`src/rtl/cpu_pkg.sv`:
```
// Shared definitions for the hardwired control unit: instruction field
// positions, opcodes, ALU codes, sequencer states and instruction classes.
package cpu_pkg;

    localparam int OP_HI = 31;
    localparam int OP_LO = 27;
    localparam int RA_HI = 26;
    localparam int RA_LO = 23;
    localparam int RB_HI = 22;
    localparam int RB_LO = 19;
    localparam int RC_HI = 18;
    localparam int RC_LO = 15;
    localparam int C_HI  = 18;
    localparam int C_LO  = 0;

    localparam logic [4:0] OP_LD   = 5'b00000;
    localparam logic [4:0] OP_ST   = 5'b00010;
    localparam logic [4:0] OP_ADD  = 5'b00011;
    localparam logic [4:0] OP_ROL  = 5'b01010;
    localparam logic [4:0] OP_ADDI = 5'b01011;
    localparam logic [4:0] OP_ANDI = 5'b01100;
    localparam logic [4:0] OP_ORI  = 5'b01101;
    localparam logic [4:0] OP_MUL  = 5'b01110;
    localparam logic [4:0] OP_DIV  = 5'b01111;
    localparam logic [4:0] OP_NEG  = 5'b10000;
    localparam logic [4:0] OP_NOT  = 5'b10001;
    localparam logic [4:0] OP_MFHI = 5'b11000;
    localparam logic [4:0] OP_MFLO = 5'b11001;
    localparam logic [4:0] OP_NOP  = 5'b11010;
    localparam logic [4:0] OP_HALT = 5'b11011;

    localparam logic [4:0] ALU_ADD = 5'b00011;
    localparam logic [4:0] ALU_AND = 5'b00101;
    localparam logic [4:0] ALU_OR  = 5'b00110;

    typedef enum logic [2:0] {S_RST, S_F0, S_F1, S_F2, S_EX, S_HALT} state_t;

    typedef enum logic [3:0] {
        C_RTYPE, C_IMM, C_LD, C_ST, C_MULDIV, C_UNARY,
        C_MFHI, C_MFLO, C_NOP, C_HALT, C_ILLEGAL
    } iclass_t;

    // Group opcodes by the shape of their execute sequence.
    function automatic iclass_t classify(input logic [4:0] op);
        if (op >= OP_ADD && op <= OP_ROL)              return C_RTYPE;
        if (op == OP_ADDI || op == OP_ANDI || op == OP_ORI) return C_IMM;
        if (op == OP_LD)                               return C_LD;
        if (op == OP_ST)                               return C_ST;
        if (op == OP_MUL || op == OP_DIV)              return C_MULDIV;
        if (op == OP_NEG || op == OP_NOT)              return C_UNARY;
        if (op == OP_MFHI)                             return C_MFHI;
        if (op == OP_MFLO)                             return C_MFLO;
        if (op == OP_NOP)                              return C_NOP;
        if (op == OP_HALT)                             return C_HALT;
        return C_ILLEGAL;
    endfunction

    // Final execute step (T3..T7) of each class.
    function automatic logic [2:0] last_step(input iclass_t cls);
        case (cls)
            C_RTYPE, C_IMM: return 3'd5;
            C_LD, C_ST:     return 3'd7;
            C_MULDIV:       return 3'd6;
            C_UNARY:        return 3'd4;
            default:        return 3'd3;
        endcase
    endfunction

    // ALU operation used during the Zin step of each instruction.
    function automatic logic [4:0] alu_code(input logic [4:0] op, input iclass_t cls);
        case (cls)
            C_RTYPE, C_MULDIV, C_UNARY: return op;
            C_IMM: begin
                if (op == OP_ANDI) return ALU_AND;
                if (op == OP_ORI)  return ALU_OR;
                return ALU_ADD;
            end
            C_LD, C_ST: return ALU_ADD;
            default:    return 5'd0;
        endcase
    endfunction

endpackage

```
`src/rtl/select_encode.sv`:
```
// Register-select encoder: picks one of Ra/Rb/Rc and decodes it to one-hot
// load (reg_in) and bus-drive (reg_out) enables for R0..R15.
module select_encode (
    input  logic [3:0]  Ra,
    input  logic [3:0]  Rb,
    input  logic [3:0]  Rc,
    input  logic        Gra,
    input  logic        Grb,
    input  logic        Grc,
    input  logic        Rin,
    input  logic        Rout,
    output logic [15:0] reg_in,
    output logic [15:0] reg_out
);
    logic [3:0]  sel;
    logic [15:0] dec;

    assign sel = ({4{Gra}} & Ra) | ({4{Grb}} & Rb) | ({4{Grc}} & Rc);

    for (genvar gi = 0; gi < 16; gi++) begin : g_dec
        assign dec[gi] = (sel == 4'(gi));
    end

    assign reg_in  = dec & {16{Rin}};
    assign reg_out = dec & {16{Rout}};
endmodule

```
`src/rtl/control_sequencer.sv`:
```
// Hardwired control unit: fetch F0/F1/F2, execute steps T3..T7 with a
// memory wait counter, and a Moore decode of state, step and IR to the
// datapath control strobes.
module control_sequencer
    import cpu_pkg::*;
#(
    parameter int MEM_WAIT = 0
) (
    input  logic        clk,
    input  logic        clr,
    input  logic [31:0] ir,
    input  logic        stop,
    output logic [15:0] reg_in,
    output logic [15:0] reg_out,
    output logic        HIin,
    output logic        HIout,
    output logic        LOin,
    output logic        LOout,
    output logic        PCin,
    output logic        PCout,
    output logic        IRin,
    output logic        Zin,
    output logic        Zhighout,
    output logic        Zlowout,
    output logic        Yin,
    output logic        MARin,
    output logic        MDRin,
    output logic        MDRout,
    output logic        Read,
    output logic        Write,
    output logic        MBIout,
    output logic [31:0] manual_bus,
    output logic [4:0]  alu_op,
    output logic        run,
    output logic        illegal
);
    localparam logic [2:0] WAIT_INIT = 3'(MEM_WAIT);

    state_t      state_q;
    logic [2:0]  step_q;
    logic [2:0]  wait_q;
    logic [4:0]  op;
    iclass_t     cls;
    logic        mem_step;
    logic        ex_done;
    logic        gra, grb, grc, rin_en, rout_en;

    assign op  = ir[OP_HI:OP_LO];
    assign cls = classify(op);

    // Steps that hold Read or Write while the wait counter drains.
    assign mem_step = (state_q == S_F1 && step_q == 3'd1) ||
                      (state_q == S_EX && ((cls == C_LD && step_q == 3'd6) ||
                                           (cls == C_ST && step_q == 3'd7)));
    assign ex_done  = (state_q == S_EX) && (step_q == last_step(cls)) &&
                      (!mem_step || wait_q == 3'd0);

    // Sequencer: state, step counter and memory wait counter.
    always_ff @(posedge clk or negedge clr) begin
        if (!clr) begin
            state_q <= S_RST;
            step_q  <= 3'd0;
            wait_q  <= 3'd0;
        end else begin
            case (state_q)
                S_RST: state_q <= S_F0;
                S_F0: begin
                    state_q <= S_F1;
                    step_q  <= 3'd0;
                    wait_q  <= WAIT_INIT;
                end
                S_F1: begin
                    if (step_q == 3'd0) begin
                        step_q <= 3'd1;
                        wait_q <= WAIT_INIT;
                    end else if (wait_q == 3'd0) begin
                        state_q <= S_F2;
                    end else begin
                        wait_q <= wait_q - 3'd1;
                    end
                end
                S_F2: begin
                    if (cls == C_HALT)     state_q <= S_HALT;
                    else if (cls == C_NOP) state_q <= stop ? S_HALT : S_F0;
                    else begin
                        state_q <= S_EX;
                        step_q  <= 3'd3;
                        wait_q  <= WAIT_INIT;
                    end
                end
                S_EX: begin
                    if (ex_done) begin
                        state_q <= stop ? S_HALT : S_F0;
                    end else if (mem_step && wait_q != 3'd0) begin
                        wait_q <= wait_q - 3'd1;
                    end else begin
                        step_q <= step_q + 3'd1;
                        wait_q <= WAIT_INIT;
                    end
                end
                S_HALT:  state_q <= S_HALT;
                default: state_q <= S_RST;
            endcase
        end
    end

    // Moore decode of the control strobes; RST and HALT drive everything low.
    always_comb begin
        {HIin, HIout, LOin, LOout, PCin, PCout, IRin, Zin, Zhighout, Zlowout} = '0;
        {Yin, MARin, MDRin, MDRout, Read, Write, MBIout, run, illegal} = '0;
        {gra, grb, grc, rin_en, rout_en} = '0;
        manual_bus = 32'd0;
        alu_op     = 5'd0;
        case (state_q)
            S_F0: begin
                run = 1'b1; manual_bus = 32'd1;
                PCout = 1'b1; MARin = 1'b1; Yin = 1'b1;
            end
            S_F1: begin
                run = 1'b1; manual_bus = 32'd1;
                if (step_q == 3'd0) begin
                    MBIout = 1'b1; alu_op = ALU_ADD; Zin = 1'b1;
                end else begin
                    Read = 1'b1; MDRin = 1'b1;
                    if (wait_q == WAIT_INIT) begin
                        Zlowout = 1'b1; PCin = 1'b1;
                    end
                end
            end
            S_F2: begin
                run = 1'b1; manual_bus = 32'd1;
                MDRout = 1'b1; IRin = 1'b1;
            end
            S_EX: begin
                run = 1'b1;
                manual_bus = {{13{ir[C_HI]}}, ir[C_HI:C_LO]};
                case (cls)
                    C_RTYPE, C_IMM, C_LD, C_ST: begin
                        if (step_q == 3'd3) begin
                            grb = 1'b1; rout_en = 1'b1; Yin = 1'b1;
                        end else if (step_q == 3'd4) begin
                            Zin = 1'b1; alu_op = alu_code(op, cls);
                            if (cls == C_RTYPE) begin grc = 1'b1; rout_en = 1'b1; end
                            else MBIout = 1'b1;
                        end else if (step_q == 3'd5) begin
                            Zlowout = 1'b1;
                            if (cls == C_LD || cls == C_ST) MARin = 1'b1;
                            else begin gra = 1'b1; rin_en = 1'b1; end
                        end else if (step_q == 3'd6) begin
                            MDRin = 1'b1;
                            if (cls == C_LD) Read = 1'b1;
                            else begin gra = 1'b1; rout_en = 1'b1; end
                        end else if (step_q == 3'd7) begin
                            if (cls == C_LD) begin
                                MDRout = 1'b1; gra = 1'b1; rin_en = 1'b1;
                            end else begin
                                Write = 1'b1;
                            end
                        end
                    end
                    C_MULDIV: begin
                        if (step_q == 3'd3) begin
                            gra = 1'b1; rout_en = 1'b1; Yin = 1'b1;
                        end else if (step_q == 3'd4) begin
                            grb = 1'b1; rout_en = 1'b1; Zin = 1'b1;
                            alu_op = alu_code(op, cls);
                        end else if (step_q == 3'd5) begin
                            Zlowout = 1'b1; LOin = 1'b1;
                        end else begin
                            Zhighout = 1'b1; HIin = 1'b1;
                        end
                    end
                    C_UNARY: begin
                        if (step_q == 3'd3) begin
                            grb = 1'b1; rout_en = 1'b1; Zin = 1'b1;
                            alu_op = alu_code(op, cls);
                        end else begin
                            Zlowout = 1'b1; gra = 1'b1; rin_en = 1'b1;
                        end
                    end
                    C_MFHI: begin HIout = 1'b1; gra = 1'b1; rin_en = 1'b1; end
                    C_MFLO: begin LOout = 1'b1; gra = 1'b1; rin_en = 1'b1; end
                    C_ILLEGAL: illegal = 1'b1;
                    default: ;
                endcase
            end
            default: ;
        endcase
    end

    select_encode u_select (
        .Ra      (ir[RA_HI:RA_LO]),
        .Rb      (ir[RB_HI:RB_LO]),
        .Rc      (ir[RC_HI:RC_LO]),
        .Gra     (gra),
        .Grb     (grb),
        .Grc     (grc),
        .Rin     (rin_en),
        .Rout    (rout_en),
        .reg_in  (reg_in),
        .reg_out (reg_out)
    );
endmodule

```
`config.mk`:
```
export PLATFORM = sky130hd
export DESIGN_NAME = control_sequencer
export DESIGN_NICKNAME = d
export VERILOG_FILES = /design/src/rtl/cpu_pkg.sv /design/src/rtl/select_encode.sv /design/src/rtl/control_sequencer.sv
export SDC_FILE = /design/constraint.sdc
export NUM_CORES = 1
export LEC_CHECK = 0
export BUFFER_PORTS_ARGS = -buffer_cell sky130_fd_sc_hd__buf_2
export CAP_MARGIN = 10
export CORE_MARGIN = 5
export CORE_UTILIZATION = 25
export DETAILED_ROUTE_END_ITERATION = 16
export GPL_TIMING_DRIVEN = 0
export HOLD_SLACK_MARGIN = 0.02
export SETUP_SLACK_MARGIN = 0.05
export SLEW_MARGIN = 0
export SYNTH_ARGS = -nofsm -noshare
export SYNTH_HDL_FRONTEND = slang
export SYNTH_SLANG_ARGS = --single-unit
```
`constraint.sdc`:
```
create_clock -name clk -period 3 [get_ports clk]
set_input_delay 0 -clock clk [delete_from_list [all_inputs] [get_ports clk]]
set_output_delay 0 -clock clk [all_outputs]
set_load 0.02 [all_outputs]
```
; After elaboration in Yosys (flattened, before gate mapping)
; Index checks and enable logic that the tools add are counted.
[op_classes]
n_addsub = 2
n_mul = 0
n_div = 0
magnitude_cmp = 2
n_eq_ne = 58
shift = 0
n_mux = 253
bitwise_logic = 7
reduce_logical = 37
[op_table]
columns = cell, count
row1 = two-way mux 1 bit, 169
row2 = two-way mux 4 bit, 29
row3 = two-way mux 5 bit, 13
row4 = case mux 32 bit (2 select lines), 1
row5 = case mux 5 bit (3 select lines), 4
row6 = two-way mux 3 bit, 17
row7 = equality test 4 bit (second input constant), 11
row8 = case mux 3 bit (4 select lines), 3
row9 = bitwise AND 16 bit, 2
row10 = equality test 4 x 3 -> 1 bit (second input constant), 8
row11 = equality test 5 bit (second input constant), 6
row12 = equality test 5 x 4 -> 1 bit (second input constant), 5
row13 = case mux 1 bit (2 select lines), 11
row14 = equality test 3 bit (second input constant), 6
row15 = case mux 3 bit (6 select lines), 1
row16 = equality test 4 x 2 -> 1 bit (second input constant), 4
row17 = bitwise AND 4 bit, 3
row18 = != test 2 bit (second input constant), 6
row19 = case mux 5 bit (2 select lines), 1
row20 = OR reduction 5 bit, 2
row21 = equality test 3 x 2 -> 1 bit (second input constant), 3
row22 = logical NOT 3 bit, 3
row23 = equality test 4 x 1 -> 1 bit (second input constant), 2
row24 = logical AND 1 bit, 8
row25 = other kinds (25), 41
[totals]
ff_bits = 9
latch_bits = 0
mem_bits_rw = 0
mem_bits_ro = 0
inputBits = 35
out_inout_bits = 88
elab_cells = 362
memories = 0

; Depth between registers and ports, before layout
; Gate-level depths: netlist (run 1).
[depth]
word_depth = 78
ltp_mapped = 11
ltp_nobuf = 9

; Cells and area by module
; From an unflattened synthesis (run 1), not the netlist that was laid out.
[hier_totals]
hier_cells = 293
area_unflattened_um2 = 1985.7
[by_module_without_submodules]
columns = mod, instances, cells_each, area_each_um2, seq_area_each_um2
row1 = control_sequencer, 1, 243, 1736.7, 225.2
row2 = select_encode, 1, 50, 249.0, 0.0

; Worst setup path before layout (run 1)
; No wires, ideal clock.
[synth_path]
path_kind = register to output
from = register state_q[0]
to = output port Zhighout
t_arrival_ns = 2.691
required_ns = 3.000
setup_slack_ns = 0.309
path_stages_with_launch = 5
n_path_buf = 2
path_cell_list = dfrtp_1 -> or3b_2 -> clkbuf_1 -> a2111oi_0 -> buf_4
[synth_via]
elab_chain_cells = 2
[synth_rtl]
columns = element, line_no
row1 = start: declaration, control_sequencer.sv:39  ; state_t state_q;
row2 = start signal: assignment, control_sequencer.sv:84  ; else if (cls == C_NOP) state_q <= stop ? S_HALT : S_F0;
row3 = start signal: assignment, control_sequencer.sv:93  ; state_q <= stop ? S_HALT : S_F0;
row4 = equality test 3 bit, n/a
row5 = two-way mux 1 bit, n/a
row6 = end: declaration, control_sequencer.sv:23  ; output logic Zhighout,
; Every way passes these cells.

; Worst setup path after layout (run 1)
[layout_path]
from = register step_q[0]
to = output port reg_in[9]
[layout_via]
elab_chain_cells = 13
word_cells_on_any_way = 35
classes_between = eq/ne: 6 / mux: 23 / bitwise: 6
[layout_rtl]
columns = element, line_no
row1 = start: declaration, control_sequencer.sv:40  ; logic [2:0] step_q;
row2 = start signal: assignment, control_sequencer.sv:97  ; step_q <= step_q + 3'd1;
row3 = equality test 3 bit, control_sequencer.sv:153  ; end else if (step_q == 3'd7) begin
row4 = two-way mux 1 bit, control_sequencer.sv:153
row5 = two-way mux 1 bit, control_sequencer.sv:149  ; end else if (step_q == 3'd6) begin
row6 = two-way mux 1 bit, control_sequencer.sv:145  ; end else if (step_q == 3'd5) begin
row7 = two-way mux 1 bit, control_sequencer.sv:141  ; end else if (step_q == 3'd4) begin
row8 = two-way mux 1 bit, control_sequencer.sv:139  ; if (step_q == 3'd3) begin
row9 = case mux 1 bit (4 select lines), control_sequencer.sv:137  ; case (cls)
row10 = two-way mux 1 bit, control_sequencer.sv:114  ; case (state_q)
row11 = bitwise AND 4 bit, select_encode.sv:18  ; assign sel = ({4{Gra}} & Ra) | ({4{Grb}} & Rb) | ({4{Grc}} & Rc);
row12 = OR 4 bit (2 in a row), select_encode.sv:18
row13 = equality test 4 bit, select_encode.sv:21  ; assign dec[gi] = (sel == 4'(gi));
row14 = bitwise AND 16 bit *, select_encode.sv:24  ; assign reg_in = dec & {16{Rin}};
row15 = end: declaration, control_sequencer.sv:13  ; output logic [15:0] reg_in,
; Mark *: on every way between the ends. The rest lies on a longest branch, timed or not.

==> results.ini, run 1 <==
[timing]
max_freq_ghz = 0.354
slew_violations = 0
rsz0062_at_grt = true
slew_headroom = 0.630
tightest_slew_ns = 0.540
finClkSkew_ns = 0.00435
hold_viol_final = 0
setup_viol = 0
min_period_ns = 2.82
fin_crit_sh = 0.941
setup_slack_ns = 0.176

[drt]
via_count = 2796
wirelength_um = 8410
detail_route.wl_per_cell_um = 15.4
drt_iter0_markers = 168
drt-vias-per-instance = 5.13
firstDrtPassIters = 4
ant_nets = 0
route.detailed.drc = 0

[grt]
grt_pass1_vias = 2625
grt_pass1_wl_um = 13200
antenna_found_initial = 0
grt_start_max_net_pins = 15
gr-usage-all-layers = 0.138
overflow = 0

[placement]
dp_slack_ns = -0.158
port_buffers = 122
place.gp.congestion = 0.899
place_inst = 535
dp_hpwl_um = 6800
dpl_cell_area_um2 = 3000

[final_layout]
stdcell_area_um2 = 3210
multi_input_comb_area_um2 = 1840
final_common_cell = buf_2
n_antenna_cell = 0
nets = 481
seq_area_um2 = 225
drive_gt1_frac = 0.474
layoutNonFillerInstCount = 545
nFillCells = 944
syn_to_final_growth_pct = 42.7
layout_common_cells = buf_2 (120), nand2_1 (30), buf_4 (29)

[logic_synthesis]
syn_area_per_cell_um2 = 7.38
async_flop_share = 1.00
syn_nets = 348
synth_seq_cells = 9
ys_seq_area_frac = 0.100
synth_flop_cell = dfrtp_1
synth_area_leaders = dfrtp_1 (10%), nor4b_2 (8.7%), buf_4 (5.3%), and3_1 (5.3%), nand2_1 (5.2%)
netlist.area_leader.share = 0.100
synth_cells = 305
ys_types = 62
syn-cell-area_um2 = 2250
synth_top_area_cell = dfrtp_1
yosys_warnings = 0
synth_edf_count = 0

[critical_path]
end_kind = primary output
crit_arrival_ns = 2.82
worst-setup-path-type = reg2out
path_max_fanout = 10
crit_required_ns = 3.00
cp-start-kind = flop

[floorplanning]
die_h_um = 105
rows = 34
coreArea_um2 = 8760
initial_core_util = 0.257
die_x_um = 105
ioPinCount = 123
dieArea_um2 = 11000

[clock_network]
cts_buffer_depth = 2
numCtsBuffers = 3
clk_pin_slew_ns = 0.05
h-tree-depth = 1
tritoncts = yes
worst_skew_pair.late_latency_ns = 0.23
cts_root_buffer = clkbuf_8
cts_sinks = 9

[run]
max-cap-violations = 0

[run_status]
status = completed

[pwr]
irDropWorstVdd_uv = 358
power.total_mw = 1.75
total_leakage_power_nw = 1.61
p_per_area_nw_per_um2 = 545

[min_path]
worstHoldPathType = in2reg

per-stage QoR:
stage / setup TNS (ns) / utilization / hold WS [ns]
after floorplan: 0 / - / -0.296
after global routing: 0 / 0.367 / 0.134
final: 0 / 0.367 / 0.0903
after global placement: -2.71 / 0.342 / -0.135
after detailed placement: -2.75 / 0.342 / -0.132
after CTS: 0 / 0.353 / 0.0979
worst paths after layout:
| kind | slack, ns | cells past startpoint | startpoint | to |
|---|---|---|---|---|
| max | 0.18 | 11 | step_q[0]$_DFFE_PN0P_ | reg_in[9] |
| max reg2reg | 0.62 | 7 | state_q[0]$_DFFE_PN0P_ | step_q[2]$_DFFE_PN0P_ |
| min | 0.09 | 3 | stop | state_q[2]$_DFFE_PN0P_ |
| min in group asynchronous | 0.15 | 2 | clr | wait_q[2]$_DFFE_PN0P_ |
| min reg2reg | 0.50 | 1 | wait_q[2]$_DFFE_PN0P_ | wait_q[2]$_DFFE_PN0P_ |
| max in group asynchronous | 2.65 | 2 | clr | state_q[2]$_DFFE_PN0P_ |
logic make-up after synthesis:
family / share of synthesized area
buf+inv: 0.123
mux: 0.0294
flops: 0.100
fa+ha+maj: 0.0444
simple gates: 0.462
compound gates: 0.233
xor+xnor: 0.00778
power breakdown:
part	switching [mW]	internal (mW)
Sequential	0.0338	0.152
Clock	0.0483	0.0905
Combinational	0.881	0.546
Total	0.963	0.788
synth_stat cells, drive strengths merged, types with 2 or more instances:
| cell type | count |
|---|---|
| a211o | 3 |
| a211oi | 3 |
| a21o | 2 |
| a21oi | 17 |
| a22o | 5 |
| a22oi | 2 |
| a31o | 4 |
| a31oi | 4 |
| a32oi | 3 |
| and2 | 4 |
| and3 | 19 |
| and3b | 3 |
| and4b | 7 |
| buf | 22 |
| clkbuf | 17 |
| dfrtp | 9 |
| ha | 8 |
| inv | 12 |
| mux2 | 5 |
| nand2 | 32 |
| nand2b | 4 |
| nand3 | 7 |
| nand3b | 3 |
| nand4 | 2 |
| nor2 | 23 |
| nor2b | 8 |
| nor3 | 7 |
| nor3b | 6 |
| nor4 | 7 |
| nor4b | 14 |
| o21ai | 18 |
| o31ai | 2 |
| or2 | 4 |
| or3b | 2 |
| or4 | 2 |
| xnor2 | 2 |
per-layer routing:
layer | global-route usage | share of wire | up-vias
met1 | 0.190 | 0.44 | 1289
met4 | 0.0274 | 0.012 | 0
met3 | 0.0216 | 0.075 | 10
met5 | 0 | 0 | -
li1 | - | - | 1381
met2 | 0.230 | 0.48 | 116
flip-flops by register name (all words and copies together) (netlist names):
register and cells:
wait_q 3, state_q 3, step_q 3
final cells by class:
type	instances	share of cell area
Buffer	38	0.0752
Clock inverter	1	0.00156
Clock buffer	3	0.0129
Sequential cell	9	0.0701
Inverter	12	0.0140
Timing Repair Buffer	129	0.210
Tap cell	108	0.0421
Multi-Input combinational cell	245	0.574
worst max-delay path, cell delays in order (launching register included):
cell     delay [ns]
dfrtp_1        0.41
ha_1           0.24
ha_1           0.21
nor2b_2        0.15
and2_4         0.17
nand4_1        0.17
a21oi_4        0.27
a22o_1         0.23
nor2_1         0.10
buf_4          0.21
nor4b_2        0.24
buf_2          0.20
timing repair:
action | 4_1_cts | 5_1_grt
cloned | 0 | 0
resized for setup | 10 | 25
endpoints found under the hold margin | 9 | 0
pin swaps | 1 | 4
setup buffers | 1 | 5
hold buffers | 1 | 0
endpoints found under the setup margin | 32 | 32
Power figures use the tool's default switching activity.
==> run 2: changes to the inputs <==
--- a/config.mk
+++ b/config.mk
@@ -15,3 +15,2 @@
 export SETUP_SLACK_MARGIN = 0.05
-export SLEW_MARGIN = 0
 export SYNTH_ARGS = -nofsm -noshare
--- a/constraint.sdc
+++ b/constraint.sdc
@@ -3,2 +3,2 @@
 set_output_delay 0 -clock clk [all_outputs]
-set_load 0.02 [all_outputs]
+set_load 0.1 [all_outputs]
==> results.ini, run 2 (synthesis gave the netlist of run 1 again) <==
[timing]
slew_headroom = 0.635
finClkSkew_ns = 0.00220
max_freq_ghz = 0.346
setup_tns_ns = 0
hold_viol_final = 0
setup_viol = 0
slew_violations = 0
rsz0062_at_grt = true
fin_crit_sh = 0.963
tightest_slew_ns = 0.547
min_period_ns = 2.89
whs_ns = 0.0612

[run]
max-cap-violations = 0

[pwr]
p_sw_mw = 2.29
irDropWorstVdd_uv = 686
power_frac_seq = 0.065
p_int_mw = 0.867
p_per_area_nw_per_um2 = 837
total_leakage_power_nw = 1.68
swShare = 0.725
pwr-share-comb = 0.890
clkPwrFrac = 0.045

[grt]
overflow = 0
grt_pass1_vias = 2747
antenna_found_initial = 0
grt_pass1_wl_um = 14400
grt_start_max_net_pins = 15
gr-usage-all-layers = 0.154

[critical_path]
crit_arrival_ns = 2.89
path_cells = ha_4 -> ha_4 -> nor2b_2 -> and2_4 -> nand4_1 -> a21oi_4 -> a22o_1 -> a31o_4 -> buf_6 -> and3b_1 -> buf_4
crit_family = simple AND/OR/NAND/NOR gates
critPathMaxStageDelay_ns = 0.46
worst-setup-path-type = reg2out
end_kind = primary output
crit_required_ns = 3.00
cp-start-kind = flop
cp.buffers_inverters = 2
crit_top_cell = ha_4
path_max_fanout = 10
slowest_stage = dfrtp_2

[placement]
place.gp.congestion = 0.897
dp_hpwl_um = 7040
port_buffers = 122
place_inst = 535

[drt]
drt_iter0_markers = 294
firstDrtPassIters = 4
via_count = 2891
detail_route.wl_per_cell_um = 16.9
ant_nets = 0
wirelength_um = 9240
route.detailed.drc = 0
drt-vias-per-instance = 5.29

[clock_network]
clk_pin_slew_ns = 0.05
cts_buffer_depth = 2
worst_skew_pair.late_latency_ns = 0.24
cts_sinks = 9
tritoncts = yes
h-tree-depth = 1
numCtsBuffers = 3
cts_root_buffer = clkbuf_8

[floorplanning]
dieArea_um2 = 11000
rows = 34
coreArea_um2 = 8760
initial_core_util = 0.257
die_x_um = 105
die_h_um = 105
ioPinCount = 123

[final_layout]
layoutNonFillerInstCount = 547
n_antenna_cell = 0
seq_area_um2 = 228
drive_gt1_frac = 0.544
multi_input_comb_area_um2 = 2170
final_common_cell = buf_2
reg.largest.list = state_q x3, step_q x3, wait_q x3
syn_to_final_growth_pct = 67.3
nFillCells = 888
nets = 483
layout_common_cells = buf_2 (92), buf_4 (32), nand2_1 (30)

[run_status]
status = completed

[min_path]
worstHoldPathType = in2reg

## run 2: cell types whose count changed in the layout (fill, tap and decap cells not counted), sizes merged
cell    change
buf         +4
clkbuf      -2
## run 2: stage by stage
stage,setup WS (ns),util,power (mW),cell area [um^2]
floorplan,-0.698,-,2.46,2530
global placement,-0.107,0.374,2.84,3280
detailed placement,-0.129,0.374,2.85,3280
CTS,0.0488,0.409,3.05,3580
global route,0.0186,0.430,3.29,3770
finish,0.111,0.430,3.15,3770
## run 2: final timing paths
check	start	endpoint	slack [ns]	cells past startpoint
max in group asynchronous	clr	step_q[1]$_DFFE_PN0P_	2.65	2
max	step_q[0]$_DFFE_PN0P_	reg_in[6]	0.11	11
min reg2reg	wait_q[1]$_DFFE_PN0P_	wait_q[1]$_DFFE_PN0P_	0.50	1
min	stop	state_q[2]$_DFFE_PN0P_	0.06	3
max reg2reg	state_q[0]$_DFFE_PN0P_	step_q[0]$_DFFE_PN0P_	0.60	7
min in group asynchronous	clr	wait_q[2]$_DFFE_PN0P_	0.15	2
## run 2: worst reg2reg max path: stages (launching register included)
cell and delay [ns]:
dfrtp_1 0.46, or3b_2 0.57, a211o_1 0.30, a21oi_1 0.17, nor3_1 0.09, a31oi_1 0.24
nand2_1 0.15, mux2_2 0.31
## run 2: final cells by class
class	count	share of cell area
sequential	9	0.0604
inverter	12	0.0146
clock inverter	1	0.00133
timing repair buffer	131	0.226
clock buffer	3	0.0110
buffer	38	0.0751
tap	108	0.0359
multi-input combinational	245	0.576
## run 2: routing by layer
| layer | vias up | global-route usage | wire (um) |
|---|---|---|---|
| met3 | 8 | 0.0321 | 686 |
| li1 | 1401 | - | - |
| met4 | 0 | 0.0247 | 95 |
| met1 | 1359 | 0.192 | 3860 |
| met5 | - | 0 | 0 |
| met2 | 123 | 0.276 | 4600 |
## run 2: what timing repair did
action                     CTS  global route
gates resized for setup     69            42
gates cloned                 0             0
pin swaps                    1            10
setup endpoints to repair   32            32
setup buffers                2             6
hold buffers                 1             0
hold endpoints to repair     9             0
## run 2: power by group through the flow
stage	registers (mW)	logic (mW)	clock network, mW
after detailed placement	0.191	2.66	0
after global routing	0.209	2.93	0.157
final	0.204	2.81	0.143
after global placement	0.191	2.65	0
after CTS	0.191	2.72	0.148
after floorplan	0.180	2.28	0
